File: config.mk
export PLATFORM = sky130hd
export DESIGN_NAME = zorro_autoconfig
export DESIGN_NICKNAME = d
export VERILOG_FILES = /design/src/rtl/zorro_ac_pkg.sv /design/src/rtl/zorro_ac_nibble_rom.sv /design/src/rtl/zorro_autoconfig.sv
export SDC_FILE = /design/constraint.sdc
export NUM_CORES = 1
export LEC_CHECK = 0
export ABC_CLOCK_PERIOD_IN_PS = 2230
export CORE_MARGIN = 2
export CORE_UTILIZATION = 42
export CTS_CLUSTER_SIZE = 16
export DETAILED_ROUTE_END_ITERATION = 12
export GPL_TIMING_DRIVEN = 1
export MAX_ROUTING_LAYER = met4
export PLACE_DENSITY = 0.81
export SETUP_SLACK_MARGIN = 0.15
export SLEW_MARGIN = 20
export SYNTH_ARGS = -nofsm -noshare
export SYNTH_HDL_FRONTEND = slang
export SYNTH_SLANG_ARGS = --single-unit
File: constraint.sdc
create_clock -name CLKCPU -period 2.23 [get_ports CLKCPU]
set_clock_uncertainty 0.2 [all_clocks]
set_input_delay 0.3345 -clock CLKCPU [delete_from_list [all_inputs] [get_ports CLKCPU]]
set_output_delay 0.3345 -clock CLKCPU [all_outputs]
set_load 0.03 [all_outputs]
File: src/rtl/zorro_ac_pkg.sv
// Shared types and constants for the Zorro II AutoConfig responder.
package zorro_ac_pkg;

  typedef enum logic [1:0] {
    S_RAM  = 2'd0,
    S_IDE  = 2'd1,
    S_DONE = 2'd2
  } state_e;

  localparam logic [7:0] CFG_PAGE    = 8'hE8;
  localparam logic [7:0] ER_TYPE_IDE = 8'hD1;
  localparam logic [7:0] ER_TYPE_RAM = 8'hE0;

  localparam logic [6:0] OFF_ER_HI   = 7'h00;
  localparam logic [6:0] OFF_ER_LO   = 7'h02;
  localparam logic [6:0] OFF_RSV_HI  = 7'h40;
  localparam logic [6:0] OFF_RSV_LO  = 7'h42;
  localparam logic [6:0] OFF_BASE_HI = 7'h48;
  localparam logic [6:0] OFF_BASE_LO = 7'h4A;
  localparam logic [6:0] OFF_SHUTUP  = 7'h4C;

  function automatic state_e next_board(input state_e s);
    case (s)
      S_RAM:   return S_IDE;
      default: return S_DONE;
    endcase
  endfunction

  // Nibble i of v, counting from the most significant nibble.
  function automatic logic [3:0] nib16(input logic [15:0] v, input logic [1:0] i);
    logic [15:0] s;
    s = v << {i, 2'b00};
    return s[15:12];
  endfunction

  function automatic logic [3:0] nib32(input logic [31:0] v, input logic [2:0] i);
    logic [31:0] s;
    s = v << {i, 2'b00};
    return s[31:28];
  endfunction

endpackage

File: src/rtl/zorro_ac_nibble_rom.sv
// Combinational config-space contents for one board, including the
// inversion rule (only er_type and the $40/$42 pair read back true).
module zorro_ac_nibble_rom
  import zorro_ac_pkg::*;
#(
  parameter logic [15:0] MANUF_ID    = 16'h082C,
  parameter logic [7:0]  IDE_PRODUCT = 8'h06,
  parameter logic [7:0]  RAM_PRODUCT = 8'h07,
  parameter logic [31:0] SERIAL      = 32'h0000_0001,
  parameter logic [15:0] IDE_ROM_VEC = 16'h0000
) (
  input  logic       is_ram,
  input  logic [6:0] offset,
  output logic [3:0] nibble
);

  logic [7:0]  er_type;
  logic [7:0]  product;
  logic [15:0] rom_vec;
  logic [2:0]  ser_idx;
  logic [3:0]  raw;
  logic        invert;

  assign er_type = is_ram ? ER_TYPE_RAM : ER_TYPE_IDE;
  assign product = is_ram ? RAM_PRODUCT : IDE_PRODUCT;
  assign rom_vec = is_ram ? 16'h0000 : IDE_ROM_VEC;
  assign ser_idx = 3'(offset[6:1] - 6'd12);

  always_comb begin
    raw    = 4'h0;
    invert = 1'b1;
    case (offset)
      OFF_ER_HI: begin raw = er_type[7:4]; invert = 1'b0; end
      OFF_ER_LO: begin raw = er_type[3:0]; invert = 1'b0; end
      OFF_RSV_HI, OFF_RSV_LO: invert = 1'b0;
      7'h04: raw = product[7:4];
      7'h06: raw = product[3:0];
      7'h10, 7'h12, 7'h14, 7'h16: raw = nib16(MANUF_ID, offset[2:1]);
      7'h18, 7'h1A, 7'h1C, 7'h1E,
      7'h20, 7'h22, 7'h24, 7'h26: raw = nib32(SERIAL, ser_idx);
      7'h28, 7'h2A, 7'h2C, 7'h2E: raw = nib16(rom_vec, offset[2:1]);
      default: raw = 4'h0;
    endcase
    nibble = invert ? ~raw : raw;
  end

endmodule

File: src/rtl/zorro_autoconfig.sv
// Zorro II AutoConfig responder: IDE board, plus a Fast RAM board presented
// first when FASTRAM_EN is defined.
module zorro_autoconfig
  import zorro_ac_pkg::*;
#(
  parameter logic [15:0] MANUF_ID    = 16'h082C,
  parameter logic [7:0]  IDE_PRODUCT = 8'h06,
  parameter logic [7:0]  RAM_PRODUCT = 8'h07,
  parameter logic [31:0] SERIAL      = 32'h0000_0001,
  parameter logic [15:0] IDE_ROM_VEC = 16'h0000
) (
  input  logic       CLKCPU,
  input  logic       RESET_n,
  input  logic [7:0] A_HIGH,
  input  logic [5:0] A_LOW,
  input  logic       RW_n,
  input  logic       AS_CPU_n,
  input  logic [3:0] D_IN,
  input  logic       CFGIN_n,
  output logic [3:0] D_OUT,
  output logic       D_OE_n,
  output logic       CFG_DTACK_n,
  output logic       CFGOUT_n,
  output logic [7:0] BASE_IDE,
  output logic       IDE_CONFIGURED_n,
  output logic [7:0] BASE_RAM,
  output logic       RAM_CONFIGURED_n
);

`ifdef FASTRAM_EN
  localparam state_e RESET_STATE = S_RAM;
`else
  localparam state_e RESET_STATE = S_IDE;
`endif

  state_e     state_q, state_d;
  logic [3:0] d_out_q, d_out_d;
  logic       d_oe_n_q, d_oe_n_d;
  logic       dtack_n_q, dtack_n_d;
  logic       cfgout_n_q, cfgout_n_d;
  logic [7:0] base_ide_q, base_ide_d;
  logic       ide_cfg_n_q, ide_cfg_n_d;
  logic [3:0] base_lo_q, base_lo_d;
  logic       wr_seen_q, wr_seen_d;
  logic       cyc_q, cyc_d;
`ifdef FASTRAM_EN
  logic [7:0] base_ram_q, base_ram_d;
  logic       ram_cfg_n_q, ram_cfg_n_d;
`endif

  logic [6:0] offset;
  logic [3:0] rom_nibble;
  logic       cfg_hit;
  logic       wr_fire;

  assign offset  = {A_LOW, 1'b0};
  assign cfg_hit = !CFGIN_n && (state_q != S_DONE) && (A_HIGH == CFG_PAGE) && !AS_CPU_n;
  assign wr_fire = cfg_hit && !RW_n && !wr_seen_q;

  zorro_ac_nibble_rom #(
    .MANUF_ID   (MANUF_ID),
    .IDE_PRODUCT(IDE_PRODUCT),
    .RAM_PRODUCT(RAM_PRODUCT),
    .SERIAL     (SERIAL),
    .IDE_ROM_VEC(IDE_ROM_VEC)
  ) u_rom (
    .is_ram(state_q == S_RAM),
    .offset(offset),
    .nibble(rom_nibble)
  );

  always_comb begin
    state_d     = state_q;
    base_ide_d  = base_ide_q;
    ide_cfg_n_d = ide_cfg_n_q;
    base_lo_d   = base_lo_q;
`ifdef FASTRAM_EN
    base_ram_d  = base_ram_q;
    ram_cfg_n_d = ram_cfg_n_q;
`endif
    d_oe_n_d  = !(cfg_hit && RW_n);
    d_out_d   = (cfg_hit && RW_n) ? rom_nibble : d_out_q;
    // cyc stays set after a state-advancing write so DTACK still completes the cycle.
    cyc_d     = !AS_CPU_n && (cyc_q || cfg_hit);
    dtack_n_d = !(cyc_q && !AS_CPU_n);
    wr_seen_d = !AS_CPU_n && (wr_seen_q || wr_fire);

    if (wr_fire) begin
      case (offset)
        OFF_BASE_LO: base_lo_d = D_IN;
        OFF_BASE_HI: begin
`ifdef FASTRAM_EN
          if (state_q == S_RAM) begin
            base_ram_d  = {D_IN, base_lo_q};
            ram_cfg_n_d = 1'b0;
          end else
`endif
          begin
            base_ide_d  = {D_IN, base_lo_q};
            ide_cfg_n_d = 1'b0;
          end
          state_d = next_board(state_q);
        end
        OFF_SHUTUP: state_d = next_board(state_q);
        default: ;
      endcase
    end

    cfgout_n_d = (state_d == S_DONE) ? 1'b0 : cfgout_n_q;
  end

  always_ff @(posedge CLKCPU or negedge RESET_n) begin
    if (!RESET_n) begin
      state_q     <= RESET_STATE;
      d_out_q     <= 4'h0;
      d_oe_n_q    <= 1'b1;
      dtack_n_q   <= 1'b1;
      cfgout_n_q  <= 1'b1;
      base_ide_q  <= 8'h00;
      ide_cfg_n_q <= 1'b1;
      base_lo_q   <= 4'h0;
      wr_seen_q   <= 1'b0;
      cyc_q       <= 1'b0;
    end else begin
      state_q     <= state_d;
      d_out_q     <= d_out_d;
      d_oe_n_q    <= d_oe_n_d;
      dtack_n_q   <= dtack_n_d;
      cfgout_n_q  <= cfgout_n_d;
      base_ide_q  <= base_ide_d;
      ide_cfg_n_q <= ide_cfg_n_d;
      base_lo_q   <= base_lo_d;
      wr_seen_q   <= wr_seen_d;
      cyc_q       <= cyc_d;
    end
  end

`ifdef FASTRAM_EN
  always_ff @(posedge CLKCPU or negedge RESET_n) begin
    if (!RESET_n) begin
      base_ram_q  <= 8'h00;
      ram_cfg_n_q <= 1'b1;
    end else begin
      base_ram_q  <= base_ram_d;
      ram_cfg_n_q <= ram_cfg_n_d;
    end
  end

  assign BASE_RAM         = base_ram_q;
  assign RAM_CONFIGURED_n = ram_cfg_n_q;
`else
  assign BASE_RAM         = 8'h00;
  assign RAM_CONFIGURED_n = 1'b1;
`endif

  assign D_OUT            = d_out_q;
  assign D_OE_n           = d_oe_n_q;
  assign CFG_DTACK_n      = dtack_n_q;
  assign CFGOUT_n         = cfgout_n_q;
  assign BASE_IDE         = base_ide_q;
  assign IDE_CONFIGURED_n = ide_cfg_n_q;

endmodule

== Word level (Yosys, flattened, before mapping) ==
Cells that the tools add are included.

* Register bits: 24
* Bits in latches: 0
* RAM bits: 0
* Bits in read-only memories: 0
* Bits of input ports: 23
* Output and inout bits: 25
* Word-level logic and storage cells: 75
* Memories kept: 0

* Add/sub/neg operators: 1
* Multiply operators: 0
* Divide/modulo/power cells: 0
* $lt $le $gt $ge: 0
* Equal/unequal tests: 27
* Shift operators: 3
* Mux-type cells: 7
* Bitwise gates (word level): 1
* Reduce and logical (&&, ||, !) cells: 26

{| class="wikitable"
|+ Operator list
! kind !! number
|-
| $eq 6x4->1 const B || 8
|-
| $eq 6x5->1 const B || 8
|-
| $shl 1x5->32 const A || 1
|-
| $eq 6x6->1 const B || 5
|-
| $pmux 4 s7 || 1
|-
| $shl 1x4->16 const A || 1
|-
| $shl 12x4->16 const A || 1
|-
| $eq 6x2->1 const B || 2
|-
| $reduce_or 4->1 || 3
|-
| $logic_and 1x1->1 || 9
|-
| $eq 8x8->1 const B || 1
|-
| $reduce_or 8->1 || 1
|-
| $logic_not 7->1 || 1
|-
| $eq 6x1->1 const B || 1
|-
| $logic_not 1->1 || 6
|-
| $mux 2 || 3
|-
| $mux 6 || 1
|-
| $mux 4 || 1
|-
| $not 4->4 || 1
|-
| $reduce_and 2->1 || 2
|-
| $sub 3x3->3 const B || 1
|-
| $eq 2x2->1 const B || 1
|-
| $logic_not 2->1 || 1
|-
| $logic_or 1x1->1 || 2
|-
| other kinds (3) || 3
|}

== Longest topological paths before layout ==
* Word-level depth: 8
* Depth in mapped cells: 4
* Gate-level depth less buffers: 4

== Modules after synthesis ==
A second synthesis with hierarchy kept.

* Cell total of the unflattened synthesis: 95
* Area, all modules: 1188.6 um^2

{| class="wikitable"
|+ Modules (own cells, without submodules)
! module !! times used !! cells each !! area an instance (um^2) !! seq. area each (um^2)
|-
| zorro_autoconfig || 1 || 74 || 1059.8 || 606.8
|-
| zorro_ac_nibble_rom || 1 || 21 || 128.9 || 0.0
|}

== Least setup slack after synthesis ==
Ideal clock, no wire load.

* Kind: input to register
* Start point: in A_HIGH[1]
* End point: reg base_ide_q[4], in the netlist BASE_IDE[4]
* Library setup time: 125 ps
* Arrival: 1687 ps
* Required time: 1905 ps
* Path slack: 218 ps
* Stages on the path: 4
* Path buffers: 0
* Path through: nor4b_2 > nand4_2 > nor4_4 > mux2_2

* Cells in the longest elaborated chain, start to end: 6

{| class="wikitable"
|+ Ends and longest elaborated chain
! element !! line !! source
|-
| start: declaration || zorro_autoconfig.sv:14 || <nowiki>input logic [7:0] A_HIGH,</nowiki>
|-
| $eq 8x8->1 || zorro_autoconfig.sv:57 || <nowiki>assign cfg_hit = !CFGIN_n && (state_q != S_DONE) && (A_HIGH == CFG_PAGE) && !AS_CPU_n;</nowiki>
|-
| $logic_and 1x1->1 (2 in series) || zorro_autoconfig.sv:57 ||
|-
| $logic_and 1x1->1 (2 in series) || zorro_autoconfig.sv:58 || <nowiki>assign wr_fire = cfg_hit && !RW_n && !wr_seen_q;</nowiki>
|-
| $reduce_and 2->1 (no line) || -- ||
|-
| end signal: assignment || zorro_autoconfig.sv:130 || <nowiki>base_ide_q <= base_ide_d;</nowiki>
|-
| end: declaration || zorro_autoconfig.sv:41 || <nowiki>logic [7:0] base_ide_q, base_ide_d;</nowiki>
|}

No other way between the ends.
A chain may end at the register's enable or synchronous reset.

== Final worst setup path ==
* Start point: in A_HIGH[3]
* End point: reg base_lo_q[1]

* Cells in the longest elaborated chain, start to end: 6

{| class="wikitable"
|+ Ends and longest elaborated chain
! element !! line !! source
|-
| $eq 8x8->1 || zorro_autoconfig.sv:57 ||
|-
| $logic_and 1x1->1 (2 in series) || zorro_autoconfig.sv:57 ||
|-
| $logic_and 1x1->1 (2 in series) || zorro_autoconfig.sv:58 ||
|-
| $reduce_and 2->1 (no line) || -- ||
|-
| end signal: assignment || zorro_autoconfig.sv:132 || <nowiki>base_lo_q <= base_lo_d;</nowiki>
|-
| end: declaration || zorro_autoconfig.sv:43 || <nowiki>logic [3:0] base_lo_q, base_lo_d;</nowiki>
|}

No other way between the ends.

==> impl_metrics.sql <==
INSERT INTO impl_metrics (metric_group, metric, value, unit) VALUES
('timing', 'finalCriticalPeriod', '2.02', 'ns'),
('drt', 'drt_iter0_drc', '5', ''),
('power', 'netSwitchingFraction', '21.4', '%'),
('cts', 'number_of_clock_buffers_inserted_by_tritoncts', '3', ''),
('cts', 'root_buffer', 'sky130_fd_sc_hd__clkbuf_4', ''),
('floorplanning', 'core.rowCount', '18', ''),
('critical_path', 'timing.critical_path.to_type', 'flip-flop', ''),
('synth', 'synth_sequential_area_ratio', '52.9', '%'),
('placement', 'placed_area', '1590', 'sq um'),
('finish', 'area_growth', '46.0', '%'),
('critical_path', 'worst_r2r_setup_slack', '0.23', 'ns'),
('power', 'sequential_share_of_power', '51.3', '%'),
('global_routing', 'grt_use_total', '16.3', '%'),
('drt', 'tritonroute_pass_1_iters', '4', ''),
('finish', 'finalInstanceArea', '1670', 'sq um'),
('synth', 'syn_avg_cell_area', '12.2', 'sq um'),
('power', 'internal_power', '0.672', 'mW'),
('global_routing', 'first_global_vias', '885', ''),
('floorplanning', 'full_die_area', '3160', 'sq um'),
('cts', 'cts_hold_buffers', '0', ''),
('outcome', 'outcome', 'completed', ''),
('finish', 'layoutNonFillerInstCount', '173', ''),
('critical_path', 'r2r-start', 'state_q[0]', ''),
('synth', 'synth.area.top_cells', 'sky130_fd_sc_hd__dfrtp_1, sky130_fd_sc_hd__mux2_2, sky130_fd_sc_hd__dfstp_2, sky130_fd_sc_hd__buf_4, sky130_fd_sc_hd__nor2_1', ''),
('power', 'pwr_density_cell', '511', 'nW/um^2'),
('global_routing', 'grt_overflow_total', '0', ''),
('finish', 'fin_nets', '167', ''),
('finish', 'n_antenna_cell', '0', ''),
('flow_run', 'timing.max_cap.violations', '0', ''),
('floorplanning', 'initial_core_util', '45.4', '%'),
('timing', 'rsz0062_at_grt', 'no', ''),
('cts', 'htreeDepth', '1', ''),
('critical_path', 'critical_path_required', '2.24', 'ns'),
('timing', 'post_route_worst_setup_slack', '0.214', 'ns'),
('placement', 'port-buffer-count', '38', ''),
('timing', 'setup_tns', '0', 'ns'),
('drt', 'drc', '0', ''),
('global_routing', 'pin_count_of_the_biggest_net_entering_global_routing', '25', ''),
('min_path', 'holdCritPathClass', 'input pin to async pin', ''),
('critical_path', 'critPathArrivalTime', '2.03', 'ns'),
('cts', 'cts_num_sinks', '24', ''),
('critical_path', 'path_cells', 'clkdlybuf4s50_1 > nor4b_4 > nand4_2 > nor4_2 > buf_4 > mux2_2', ''),
('floorplanning', 'core_area', '2520', 'sq um'),
('critical_path', 'path_max_fanout', '5', ''),
('critical_path', 'worstPathBufferInverterCount', '2', ''),
('drt', 'total_wire_length', '2320', 'microns'),
('timing', 'slew_viol_final', '0', ''),
('synth', 'post_synth_inst_count', '94', ''),
('drt', 'detail_routed_net_length_per_standard_cell', '13.4', 'microns'),
('placement', 'post-dp-hpwl', '1830', 'microns'),
('drt', 'vias_per_cell', '4.98', ''),
('critical_path', 'cp_num_cells', '6', ''),
('floorplanning', 'fp.dieH', '56.2', 'microns'),
('critical_path', 'critical_path_s_top_delay_family', 'simple AND/OR/NAND/NOR gates', ''),
('critical_path', 'r2r_cells', '5', ''),
('timing', 'fmaxAchievable', '0.496', 'GHz'),
('global_routing', 'grt_pass1_wl', '3980', 'microns'),
('drt', 'ant_nets', '0', ''),
('timing', 'period_share', '90.4', '%'),
('synth', 'flip_flop_and_latch_count_after_synthesis', '24', ''),
('timing', 'setup_viol', '0', ''),
('floorplanning', 'ioPinCount', '48', ''),
('critical_path', 'cpMaxStageDelayCell', 'sky130_fd_sc_hd__clkdlybuf4s50_1', ''),
('critical_path', 'setup.worst_path.class', 'input pin to flip-flop', ''),
('timing', 'timing_hold_violations_final', '0', ''),
('drt', 'route.vias.total', '861', ''),
('finish', 'fillerInstances', '195', ''),
('cts', 'clk_pin_slew_worst_paths', '0.12', 'ns'),
('synth', 'share_of_the_synthesized_area_in_the_top_cell_type', '41.5', '%'),
('finish', 'share_of_final_layout_standard_cells_stronger_than_drive_strength_1', '27.3', '%'),
('synth', 'synth.cell_area', '1150', 'sq um');
-- power by group through the flow --
| stage | sequential (mW) | combinational (mW) | clock (mW) |
|---|---|---|---|
| floorplan | 0.450 | 0.0475 | 0 |
| detailed placement | 0.447 | 0.110 | 0 |
| global route | 0.439 | 0.120 | 0.338 |
| CTS | 0.439 | 0.110 | 0.321 |
| finish | 0.439 | 0.111 | 0.305 |
| global placement | 0.446 | 0.107 | 0 |
-- per-stage QoR --
| step | power (mW) | utilization, % |
|---|---|---|
| 6_report | 0.854 | 66.3 |
| 2_1_floorplan | 0.498 | - |
| 5_1_grt | 0.897 | 66.3 |
| 3_5_place_dp | 0.556 | 63.0 |
| 4_1_cts | 0.870 | 65.3 |
| 3_3_place_gp | 0.553 | 63.0 |
-- worst register-to-register path, stage by stage, from the launching register on --
cell,delay [ns]
sky130_fd_sc_hd__dfstp_2,0.58
sky130_fd_sc_hd__nand2b_1,0.15
sky130_fd_sc_hd__nand4_2,0.18
sky130_fd_sc_hd__nor4_2,0.29
sky130_fd_sc_hd__buf_4,0.18
sky130_fd_sc_hd__mux2_2,0.33
-- layout by cell type (no fill, tap or decap), types with 5 or more instances in the layout --
cell type	n
sky130_fd_sc_hd__buf_4	8
sky130_fd_sc_hd__dfrtp_1	19
sky130_fd_sc_hd__nor2_1	7
sky130_fd_sc_hd__conb_1	9
sky130_fd_sc_hd__mux2_2	17
sky130_fd_sc_hd__dlymetal6s2s_1	7
sky130_fd_sc_hd__dfstp_2	5
sky130_fd_sc_hd__clkdlybuf4s50_1	31
-- Yosys cell counts --
cell / n
sky130_fd_sc_hd__nand3b_1: 1
sky130_fd_sc_hd__o31a_1: 1
sky130_fd_sc_hd__nor2_1: 7
sky130_fd_sc_hd__dfrtp_1: 19
sky130_fd_sc_hd__nor4b_2: 1
sky130_fd_sc_hd__nand2b_1: 4
sky130_fd_sc_hd__nor4_4: 1
sky130_fd_sc_hd__conb_1: 2
sky130_fd_sc_hd__nand4_1: 1
sky130_fd_sc_hd__nor4_2: 1
sky130_fd_sc_hd__nand2_1: 2
sky130_fd_sc_hd__nand4_2: 1
sky130_fd_sc_hd__or4_1: 1
sky130_fd_sc_hd__and4b_1: 1
sky130_fd_sc_hd__and3_1: 1
sky130_fd_sc_hd__o21ai_0: 4
sky130_fd_sc_hd__dfstp_2: 5
sky130_fd_sc_hd__buf_4: 9
sky130_fd_sc_hd__o2111ai_1: 1
sky130_fd_sc_hd__nor2b_1: 4
sky130_fd_sc_hd__mux2_2: 17
sky130_fd_sc_hd__and4_1: 1
sky130_fd_sc_hd__or3_1: 1
sky130_fd_sc_hd__a21oi_1: 2
sky130_fd_sc_hd__o21a_1: 1
sky130_fd_sc_hd__nor3_1: 1
sky130_fd_sc_hd__inv_1: 4
-- registers in the layout, indices dropped and copies added, names as in the netlist --
name,cells
state_q,2
base_lo_q,4
wr_seen_q,1
CFG_DTACK_n,1
CFGOUT_n,1
BASE_IDE,8
D_OE_n,1
IDE_CONFIGURED_n,1
cyc_q,1
D_OUT,4
-- how the worst max path moves through the flow --
stage	start	to
detailed placement	A_HIGH[1]	BASE_IDE[7]
finish	A_HIGH[3]	base_lo_q[1]
CTS	IDE_CONFIGURED_n	IDE_CONFIGURED_n
floorplan	A_HIGH[1]	BASE_IDE[4]
global placement	A_HIGH[1]	BASE_IDE[2]
global route	state_q[0]	base_lo_q[1]
-- layer usage --
layer	global-route usage [%]	share of wire [%]	vias to the layer above	wire length, microns
met5	-	0	-	0
met4	3.06	0	0	0
met3	5.81	7.6	0	176
met2	27.9	52	35	1210
met1	18.4	40	419	929
li1	-	-	407	-
-- area by class of cell --
cell class                 instances  area, sq um  share of cell area [%]
sequential                        24          607                    36.3
clock buffer                       3         22.5                    1.35
multi-input combinational         64          492                    29.4
tap                               30         37.5                    2.24
timing repair buffer              47          469                    28.0
clock inverter                     1         30.0                    1.80
inverter                           4         15.0                   0.898
-- cell families (layout without fill, tap and decap cells) --
kind of cell,count (synthesis),count (layout),share of synthesized area [%]
AO/OA/AOI/OAI,9,9,4.80
multiplexers,17,17,16.7
other,2,9,0.655
buffers and inverters,13,55,7.20
flip-flops,24,24,52.9
AND/OR/NAND/NOR,29,29,17.7
-- timing repair --
action | 4_1_cts | 5_1_grt
gates resized for setup | 1 | 8
setup endpoints to repair | 10 | 15
endpoints found under the hold margin | 0 | 0
pin swaps | 2 | 4
gates cloned | 0 | 0
Power figures use the tool's default switching activity.
==> RTL edit (config.mk and constraints unchanged) <==
The option `FASTRAM_EN` is turned on by a define.
--- a/src/rtl/zorro_autoconfig.sv
+++ b/src/rtl/zorro_autoconfig.sv
@@ -2,2 +2,4 @@
 // first when FASTRAM_EN is defined.
+`define FASTRAM_EN
+
 module zorro_autoconfig
Formal check against the unedited RTL: not equivalent (Yosys sat finds a counterexample within 4 cycles, from zero or initial values and one cycle with RESET_n low).
==> RTL edit against the original RTL <==
- setup slack lost 37 ps
- worst hold slack gained 20 ps
- power grew 27%
- sequential cell count grew 9
- cell count grew 28%
- maximum frequency shrank 1.8%
- critical path depth is the same
- routed wire length grew 50%
- global-route usage grew 3.2 points
- area after synthesis grew 25%
- cell area grew 34%
- non-clock buffer count grew 19
- core utilization grew 1.5 points
==> RTL edit: results (changes against the original RTL) <==
gr-usage-met1_pct: 22.1  # +3.7 points
h-tree-depth: 2  # +1
grt_pass1_wl_mm: 5.64  # +42%
max_stage_delay_ps: 410  # -50 ps
nFillCells: 249  # +28%
hold_ws_ps: 179  # +20.0 ps
startpoint: "wr_seen_q"
ctsResizeCount: 13  # +12
crit_end: "BASE_IDE[7]"
fin_ws_ps: 177  # -36.7 ps
placed_cell_area_sq_um: 2060  # +30%
synth_cells: 103  # +9.6%
drt_iter0_drc: 20  # +15
p_leak_nw: 1.06  # +27%
drive_gt1_share_pct: 37.1  # +9.9 points
crit_arrival_ps: 2090  # +60 ps
cts_setup_buffers: 3  # +3
p_clk_share_pct: 35.3  # -0.4 points
power_density_nw_per_um2: 483  # -5.4%
crit_fanout: 4  # -1
grtUsageMet2_pct: 32.3  # +4.4 points
status: "finished, final reports clean"
grtUsageMet3_pct: 6.88  # +1.1 points
wl_met1_mm: 1.48  # +59%
peakVddDrop_uv: 369  # -31%
numPortBuffers: 47  # +24%
cts.clk_slew.worst_paths_ps: 100  # -20 ps
RTL edit: cell count changes in the layout (fill, tap and decap cells not counted), sizes merged, moves of 2 or more:
cell	before	now
dlymetal6s2s	7	4
nor4b	1	3
buf	9	19
inv	4	2
clkbuf	3	7
conb	9	0
dlygate4sd2	0	7
clkdlybuf4s50	31	36
mux2	17	25
dfrtp	19	28
RTL edit: cell type report:
type / count / area, sq um / share of cell area (%)
Timing Repair Buffer: 66 / 622 / 27.7
Multi-Input combinational cell: 66 / 656 / 29.2
Clock buffer: 7 / 65.1 / 2.90
Tap cell: 46 / 57.6 / 2.56
Clock inverter: 1 / 5.00 / 0.223
Sequential cell: 33 / 832 / 37.1
Inverter: 2 / 7.51 / 0.334
RTL edit: cell families (layout without fill, tap and decap cells):
logic type             after synthesis  after routing  synth area share, %
DFF                                 33             33                 58.2
and+or+nand+nor                     31             31                 16.5
muxes                               25             25                 19.7
AOI/OAI and AO/OA                   10             10                 4.47
buffers and inverters                4             76                 1.05
